## src/rtl/rv32i_imem_pkg.sv

```systemverilog
// Shared types for the instruction-memory arbiter: FSM states, streak width
// and the buffered loader write request.
package rv32i_imem_pkg;

  typedef enum logic [1:0] {
    IDLE  = 2'd0,
    READ  = 2'd1,
    WRITE = 2'd2,
    FLUSH = 2'd3
  } imem_arb_state_t;

  localparam int unsigned IMEM_STREAK_W = 4;

  typedef struct packed {
    logic [31:0] addr;
    logic [31:0] data;
  } imem_req_t;

  function automatic logic imem_misaligned(input logic [31:0] addr);
    return addr[1:0] != 2'b00;
  endfunction

endpackage

```

## src/rtl/rv32i_imem_wr_buffer.sv

```systemverilog
// Single-entry loader write buffer; misaligned writes are dropped with a
// one-cycle error pulse and leave the buffer empty.
module rv32i_imem_wr_buffer
  import rv32i_imem_pkg::*;
(
  input  logic        i_clk,
  input  logic        i_rst,
  input  logic        i_accept,
  input  logic [31:0] i_addr,
  input  logic [31:0] i_data,
  input  logic        i_release,
  output logic        o_full,
  output logic        o_err,
  output imem_req_t   o_req
);

  logic      full_q, full_d;
  logic      err_q, err_d;
  imem_req_t req_q, req_d;

  always_comb begin
    full_d = full_q;
    err_d  = 1'b0;
    req_d  = req_q;
    if (i_release) begin
      full_d = 1'b0;
    end
    if (i_accept) begin
      if (imem_misaligned(i_addr)) begin
        err_d = 1'b1;
      end else begin
        full_d = 1'b1;
        req_d  = '{addr: i_addr, data: i_data};
      end
    end
  end

  always_ff @(posedge i_clk) begin
    if (i_rst) begin
      full_q <= 1'b0;
      err_q  <= 1'b0;
      req_q  <= '0;
    end else begin
      full_q <= full_d;
      err_q  <= err_d;
      req_q  <= req_d;
    end
  end

  assign o_full = full_q;
  assign o_err  = err_q;
  assign o_req  = req_q;

endmodule

```

## src/rtl/rv32i_imem_arbiter.sv

```systemverilog
// Shares the multicycle instruction memory between fetch reads and loader
// writes: write priority with a bounded burst, and flush-driven read abort.
module rv32i_imem_arbiter
  import rv32i_imem_pkg::*;
#(
  parameter int unsigned WR_BURST_MAX = 4
) (
  input  logic        i_clk,
  input  logic        i_rst,
  input  logic        i_fetch_rd_en,
  input  logic [31:0] i_fetch_rd_addr,
  input  logic        i_fetch_flush,
  output logic [31:0] o_fetch_rd_data,
  output logic        o_fetch_rd_valid,
  input  logic        i_load_wr_en,
  input  logic [31:0] i_load_wr_addr,
  input  logic [31:0] i_load_wr_data,
  output logic        o_load_wr_ready,
  output logic        o_load_wr_done,
  output logic        o_load_wr_err,
  output logic        o_mem_rd_en,
  output logic [31:0] o_mem_rd_addr,
  input  logic [31:0] i_mem_rd_data,
  input  logic        i_mem_rd_valid,
  output logic        o_mem_wr_en,
  output logic [31:0] o_mem_wr_addr,
  output logic [31:0] o_mem_wr_data,
  input  logic        i_mem_wr_valid,
  output logic        o_mem_rst
);

  localparam logic [IMEM_STREAK_W-1:0] STREAK_MAX = IMEM_STREAK_W'(WR_BURST_MAX);

  imem_arb_state_t          state_q, state_d;
  logic [IMEM_STREAK_W-1:0] streak_q, streak_d;
  logic [31:0]              rd_addr_q, rd_addr_d;
  logic [31:0]              rd_data_q, rd_data_d;
  logic                     rd_valid_q, rd_valid_d;
  logic                     wr_done_q, wr_done_d;
  logic                     mem_rd_en_q, mem_rd_en_d;
  logic                     mem_wr_en_q, mem_wr_en_d;

  logic      buf_full;
  logic      buf_err;
  logic      buf_accept;
  logic      buf_release;
  imem_req_t buf_req;

  assign buf_accept  = i_load_wr_en & ~buf_full;
  assign buf_release = (state_q == WRITE) & i_mem_wr_valid;

  rv32i_imem_wr_buffer u_wr_buffer (
    .i_clk     (i_clk),
    .i_rst     (i_rst),
    .i_accept  (buf_accept),
    .i_addr    (i_load_wr_addr),
    .i_data    (i_load_wr_data),
    .i_release (buf_release),
    .o_full    (buf_full),
    .o_err     (buf_err),
    .o_req     (buf_req)
  );

  always_comb begin
    state_d    = state_q;
    streak_d   = streak_q;
    rd_addr_d  = rd_addr_q;
    rd_data_d  = rd_data_q;
    rd_valid_d = 1'b0;
    wr_done_d  = 1'b0;
    unique case (state_q)
      IDLE: begin
        if (!i_fetch_flush) begin
          if (buf_full && (streak_q < STREAK_MAX || !i_fetch_rd_en)) begin
            state_d = WRITE;
          end else if (i_fetch_rd_en) begin
            state_d   = READ;
            rd_addr_d = i_fetch_rd_addr;
            streak_d  = '0;
          end
        end
      end
      READ: begin
        // Flush wins over a same-cycle memory response: the data is discarded.
        if (i_fetch_flush) begin
          state_d = FLUSH;
        end else if (i_mem_rd_valid) begin
          rd_data_d  = i_mem_rd_data;
          rd_valid_d = 1'b1;
          state_d    = IDLE;
        end
      end
      WRITE: begin
        if (i_mem_wr_valid) begin
          wr_done_d = 1'b1;
          state_d   = IDLE;
          if (i_fetch_rd_en) begin
            streak_d = (streak_q == '1) ? streak_q : streak_q + 1'b1;
          end else begin
            streak_d = '0;
          end
        end
      end
      FLUSH: begin
        state_d = IDLE;
      end
      default: begin
        state_d = IDLE;
      end
    endcase
    mem_rd_en_d = (state_d == READ);
    mem_wr_en_d = (state_d == WRITE);
  end

  always_ff @(posedge i_clk) begin
    if (i_rst) begin
      state_q     <= IDLE;
      streak_q    <= '0;
      rd_addr_q   <= '0;
      rd_data_q   <= '0;
      rd_valid_q  <= 1'b0;
      wr_done_q   <= 1'b0;
      mem_rd_en_q <= 1'b0;
      mem_wr_en_q <= 1'b0;
    end else begin
      state_q     <= state_d;
      streak_q    <= streak_d;
      rd_addr_q   <= rd_addr_d;
      rd_data_q   <= rd_data_d;
      rd_valid_q  <= rd_valid_d;
      wr_done_q   <= wr_done_d;
      mem_rd_en_q <= mem_rd_en_d;
      mem_wr_en_q <= mem_wr_en_d;
    end
  end

  assign o_fetch_rd_data  = rd_data_q;
  assign o_fetch_rd_valid = rd_valid_q;
  assign o_load_wr_ready  = ~buf_full;
  assign o_load_wr_done   = wr_done_q;
  assign o_load_wr_err    = buf_err;
  assign o_mem_rd_en      = mem_rd_en_q;
  assign o_mem_rd_addr    = rd_addr_q;
  assign o_mem_wr_en      = mem_wr_en_q;
  assign o_mem_wr_addr    = buf_req.addr;
  assign o_mem_wr_data    = buf_req.data;
  assign o_mem_rst        = i_rst | (state_q == FLUSH);

endmodule

```

## config.mk

```make
export PLATFORM = sky130hd
export DESIGN_NAME = rv32i_imem_arbiter
export DESIGN_NICKNAME = d
export VERILOG_FILES = /design/src/rtl/rv32i_imem_pkg.sv /design/src/rtl/rv32i_imem_wr_buffer.sv /design/src/rtl/rv32i_imem_arbiter.sv
export SDC_FILE = /design/constraint.sdc
export NUM_CORES = 1
export LEC_CHECK = 0
export ABC_AREA = 1
export BUFFER_PORTS_ARGS = -buffer_cell sky130_fd_sc_hd__buf_2
export CORE_MARGIN = 5
export CORE_UTILIZATION = 33
export CTS_CLUSTER_SIZE = 28
export DETAILED_ROUTE_END_ITERATION = 10
export GPL_TIMING_DRIVEN = 0
export REMOVE_ABC_BUFFERS = 1
export SKIP_CTS_REPAIR_TIMING = 1
export SYNTH_ARGS = -nofsm -noshare
export SYNTH_HDL_FRONTEND = slang
export SYNTH_SLANG_ARGS = --single-unit
export TNS_END_PERCENT = 10
```

## constraint.sdc

```tcl
create_clock -name i_clk -period 1.15 [get_ports i_clk]
set_clock_uncertainty 0.1 [all_clocks]
set_input_delay 0.23 -clock i_clk [delete_from_list [all_inputs] [get_ports i_clk]]
set_output_delay 0.23 -clock i_clk [all_outputs]
set_load 0.01 [all_outputs]
```

# Word level (Yosys, flattened, before mapping)
# Cells that the tools add are included.
# op_classes
add_sub_neg	1
order_cmp	1
eq_ne	11
muxes	20
n_bitwise	10
reduce_logical	13
# ops
operator	n
two-way mux 4 bit	6
two-way mux 2 bit	6
!= test 2 bit (second input constant)	4
one-hot mux 2 bit (4 select lines)	1
one-hot mux 4 bit (2 select lines)	1
inverter 1 bit	7
equality test 2 bit (second input constant)	3
two-way mux 1 bit	6
AND reduction 6 bit	1
adder 4 x 1 -> 4 bit (second input constant)	1
equality test 2 x 1 -> 1 bit (second input constant)	2
equality test 4 bit (second input constant)	1
less-than comparator 4 x 3 -> 1 bit (second input constant)	1
AND reduction 4 bit	1
nonzero test 2 bit	2
OR reduction 2 bit	2
!= test 3 bit (second input constant)	1
AND reduction 3 bit	1
OR reduction 3 bit	1
AND 1 bit	2
logical NOT 2 bit	1
AND reduction 2 bit	1
logical AND 1 bit	1
logical NOT 1 bit	1
2 further kinds	2
# totals
reg_bits	140
wordCells	68

# Depth between registers and ports, before layout
# depth
depth_word	7
depth_mapped	8
mapped_depth_nobuf	8

# By module
# A second synthesis with hierarchy kept.
# hier_totals
hier_cells	782
hier_area_um2	5626.6
# by_module_without_submodules
module	instances	cells_per_inst	area_per_inst_um2	seq_area_each_um2
rv32i_imem_wr_buffer	1	423	2854.0	1321.3
rv32i_imem_arbiter	1	359	2772.7	1481.4

# Worst setup path before layout
# Ideal clock, no wire load.
# synth_path
path_kind	register -> register
from	reg streak_q[2]
to	reg rd_addr_q[13] (netlist: o_mem_rd_addr[13])
setup_ns	0.119
arrival_ns	1.049
required_ns	0.931
setup_slack_ns	-0.119
stages_incl_launch_ff	8
n_path_buf	2
period_less_slack_ns	1.269
cell_sequence	dfxtp_1 -> o21ai_1 -> nand2_2 -> nand3_2 -> buf_6 -> buf_6 -> o21ai_0 -> a21oi_1
# synth_between
elab_chain_cells	5
# synth_lines
element	line_no	rtl
start: declaration	rv32i_imem_arbiter.sv:35	logic [IMEM_STREAK_W-1:0] streak_q, streak_d;
start signal: assignment	rv32i_imem_arbiter.sv:127	streak_q <= streak_d;
less-than comparator 4 x 3 -> 1 bit	rv32i_imem_arbiter.sv:74	if (buf_full && (streak_q < STREAK_MAX || !i_fetch_rd_en)) begin
logical OR 1 bit	rv32i_imem_arbiter.sv:74	
logical AND 1 bit	rv32i_imem_arbiter.sv:74	
inverter 1 bit (no source line)	-	
AND reduction 4 bit (no source line)	-	
end signal: assignment	rv32i_imem_arbiter.sv:128	rd_addr_q <= rd_addr_d;
end: declaration	rv32i_imem_arbiter.sv:36	logic [31:0] rd_addr_q, rd_addr_d;
# Every way passes these cells.
# A chain may end at the register's enable or synchronous reset.

# Final worst setup path
# layout_path
from	reg state_q[1]
to	reg rd_data_q[30] (netlist: o_fetch_rd_data[30])
# layout_between
elab_chain_cells	2
# layout_lines
element	line_no	rtl
start: declaration	rv32i_imem_arbiter.sv:34	imem_arb_state_t state_q, state_d;
start signal: assignment	rv32i_imem_arbiter.sv:126	state_q <= state_d;
equality test 2 x 1 -> 1 bit	rv32i_imem_arbiter.sv:71	unique case (state_q)
AND reduction 3 bit (no source line)	-	
end signal: assignment	rv32i_imem_arbiter.sv:129	rd_data_q <= rd_data_d;
end: declaration	rv32i_imem_arbiter.sv:37	logic [31:0] rd_data_q, rd_data_d;
# Every way passes these cells.

==> run metrics <==
Syn Inst Count=about 640; synthesized area=around 0.005 mm^2; Hold Path Class=primary input to flop; DR vias=5895; first-pass GRT wire length=between 20000 and 25000 um; Final Setup Violations=approximately 270; Max Cap Viol=0; min Tclk post-route=1.485 ns; critical path startpoint category=flop; # DRC=0; Synth top area share=0.5574; placed cell count=~1.1k; reg2reg path depth=7; Final Non-Filler Cells=roughly 1.2k; clock sinks=140; die width=approximately 130 um; share of cells above drive strength 1=0.5272; Detail Placement HPWL=approximately 10000 um; setup slack after layout=-0.3347 ns; Synth area leader=dfxtp_1; CP endpoint kind=flop; Crit Path Max Fanout=11; Detail Route Antenna Nets=0; WS Path Type=flop to flop; Lkg Pwr=~0.0042 uW; cts bufs inserted=17; Post-Route WL=between 20000 and 25000 um; total power draw=about 13000 uW; number of synthesized register bits=140; WP data arrival=between 1.5 and 2 ns; Main synth FF type=dfxtp_1; fillers=1166; Power per Cell Area=between 1000 and 1500 mW/mm^2; hold depth=3; Mean Syn Cell Area=7.882 um^2; Core Area=between 0.015 and 0.02 mm^2; clk_lat worst skew=just over 0.4 ns; Via density=4.832; top cells by area, synth=dfxtp_1, nor2_1, o21ai_0; dominant cell by count in the synthesized netlist=nor2_1; largest net degree at the start of global routing=85; utilization after layout=0.6531; Max VDD drop=around 960 uV; Hold Path Sink=o_fetch_rd_data[11]; Worst Hold Launch=i_mem_rd_data[11]; Initial Util=0.3333; nets@finish=around 1.2k; drt pass-1 iters=4; Clock Tree Buf Depth=2; I/O pin cnt=between 200 and 300; Avg WL per Cell=17.73 um; flop2flop setup slack=-0.33 ns; Iter 0 DRT Violations=about 250; vias in the first global route=~4.5k; routability congestion estimate=about 0.76; worst hold slack=-0.03903 ns; synth warn=0; CTS tree=yes; RSZ-0062 raised after global routing=yes; port bufs=between 200 and 300; Layout area overhead=95.97%; CP required=about 1.3 ns; count of final max-slew check failures=0; EDFF count, synth=0; ys async rst share=0; worst-margin pin slew=slightly below 0.7 ns; Cell Rows=45; total die area=around 0.018 mm^2; Worst R2R Start=state_q[1]; root buffer cell=clkbuf_16; clock transition at the registers of the reported paths=0.06 ns; Netlist cell types=21; post-synthesis sequential area ratio=0.5574; part of the cycle the worst path needs=1.291; outcome=finished, violations left; initial antenna violation count=1; Die Span Y=approximately 130 um; synth cell count leaders=nor2_1, dfxtp_1, o21ai_0; final hold vios=25; worst reg2reg path endpoint=o_fetch_rd_data[30]; Worst slew margin=0.5343; Achievable Freq=between 600 and 700 MHz; gr ovfl total=0; Clock H-tree levels=4; failing checks=hold timing, setup timing; GRT Total Usage=0.1585
[layout make-up]
class | count | area (um^2) | area share
timing repair inverter | 7 | 111.4 | 0.01130
multi-input combinational | 424 | 2316 | 0.2350
antenna | 2 | 5.005 | 0.0005079
timing repair buffer | 382 | 3379 | 0.3429
tap | 188 | 235.2 | 0.02387
clock buffer | 23 | 498.0 | 0.05053
sequential | 140 | 2993 | 0.3037
clock inverter | 7 | 87.58 | 0.008888
inverter | 47 | 229.0 | 0.02324
[metrics by stage]
stage / area (um^2) / TNS [ns] / setup slack, ns
6_report: 9854 / -33.75 / -0.3347
3_3_place_gp: 6367 / -230.11 / -2.069
5_1_grt: 9852 / -46.62 / -0.4152
4_1_cts: 6983 / -224.00 / -2.019
3_5_place_dp: 6397 / -213.88 / -2.056
2_1_floorplan: 4786 / -101.43 / -0.9165
[kinds of logic after synthesis]
kind of cell | share of synthesized area
buffers and inverters | 0.08335
AO/OA/AOI/OAI | 0.1684
adder cells (fa/ha/maj) | 0.002488
flip-flops | 0.5574
AND/OR/NAND/NOR | 0.1884
[metal layers]
| metal | global-route usage | wire length, um | up-vias |
|---|---|---|---|
| met2 | 0.2624 | 11410 | 224 |
| li1 | - | - | 2848 |
| met4 | 0.06800 | 596 | 0 |
| met5 | 0 | 0 | - |
| met3 | 0.04947 | 1274 | 44 |
| met1 | 0.1905 | 8345 | 2779 |
[layout by cell type, fill, tap and decap left out, drive strengths merged]
cell type and count:
ha 1, a21oi 38, inv 47, nand2 23, clkinv 7, dfxtp 140
nand3 23, bufinv 2, nand4 1, clkbuf 25, diode 2, clkinvlp 5
buf 289, a31oi 1, nor3 1, dlygate4sd3 91, nor2 204, or2 2
o21ai 130
[registers in the layout, summed over array words and instances, names as in the netlist]
signal and count:
u_wr_buffer.o_req 64, o_fetch_rd_data 32, o_mem_rd_addr 32, streak_q 4
state_q 2, o_fetch_rd_valid 1, o_load_wr_done 1, o_mem_rd_en 1
o_mem_wr_en 1, u_wr_buffer.o_err 1, u_wr_buffer.o_full 1
[critical path: stages (launching register included)]
cell and delay [ns]:
dfxtp_1 0.31, inv_2 0.08, nand2_1 0.12, inv_4 0.13, nand2_8 0.10, buf_4 0.19, o21ai_0 0.23, nor2_1 0.09
[worst max path at each step]
| stage | startpoint | to | slack [ns] | cells past startpoint |
|---|---|---|---|---|
| floorplan | u_wr_buffer.o_full | u_wr_buffer.o_req[0] | -0.92 | 5 |
| global placement | i_load_wr_addr[0] | u_wr_buffer.o_req[22] | -2.07 | 6 |
| detailed placement | i_load_wr_addr[0] | u_wr_buffer.o_req[48] | -2.06 | 6 |
| CTS | u_wr_buffer.o_full | u_wr_buffer.o_req[48] | -2.02 | 5 |
| global route | state_q[1] | o_fetch_rd_data[30] | -0.42 | 7 |
| finish | state_q[1] | o_fetch_rd_data[30] | -0.33 | 7 |
[report_power, final]
part / internal, uW / total [uW] / leakage, uW / switching (uW)
Combinational: 1200 / 2290 / 0.00275 / 1090
Clock: 3440 / 5460 / 0.000291 / 2020
Sequential: 5160 / 5380 / 0.00120 / 214
(Power assumes the default switching activity.)
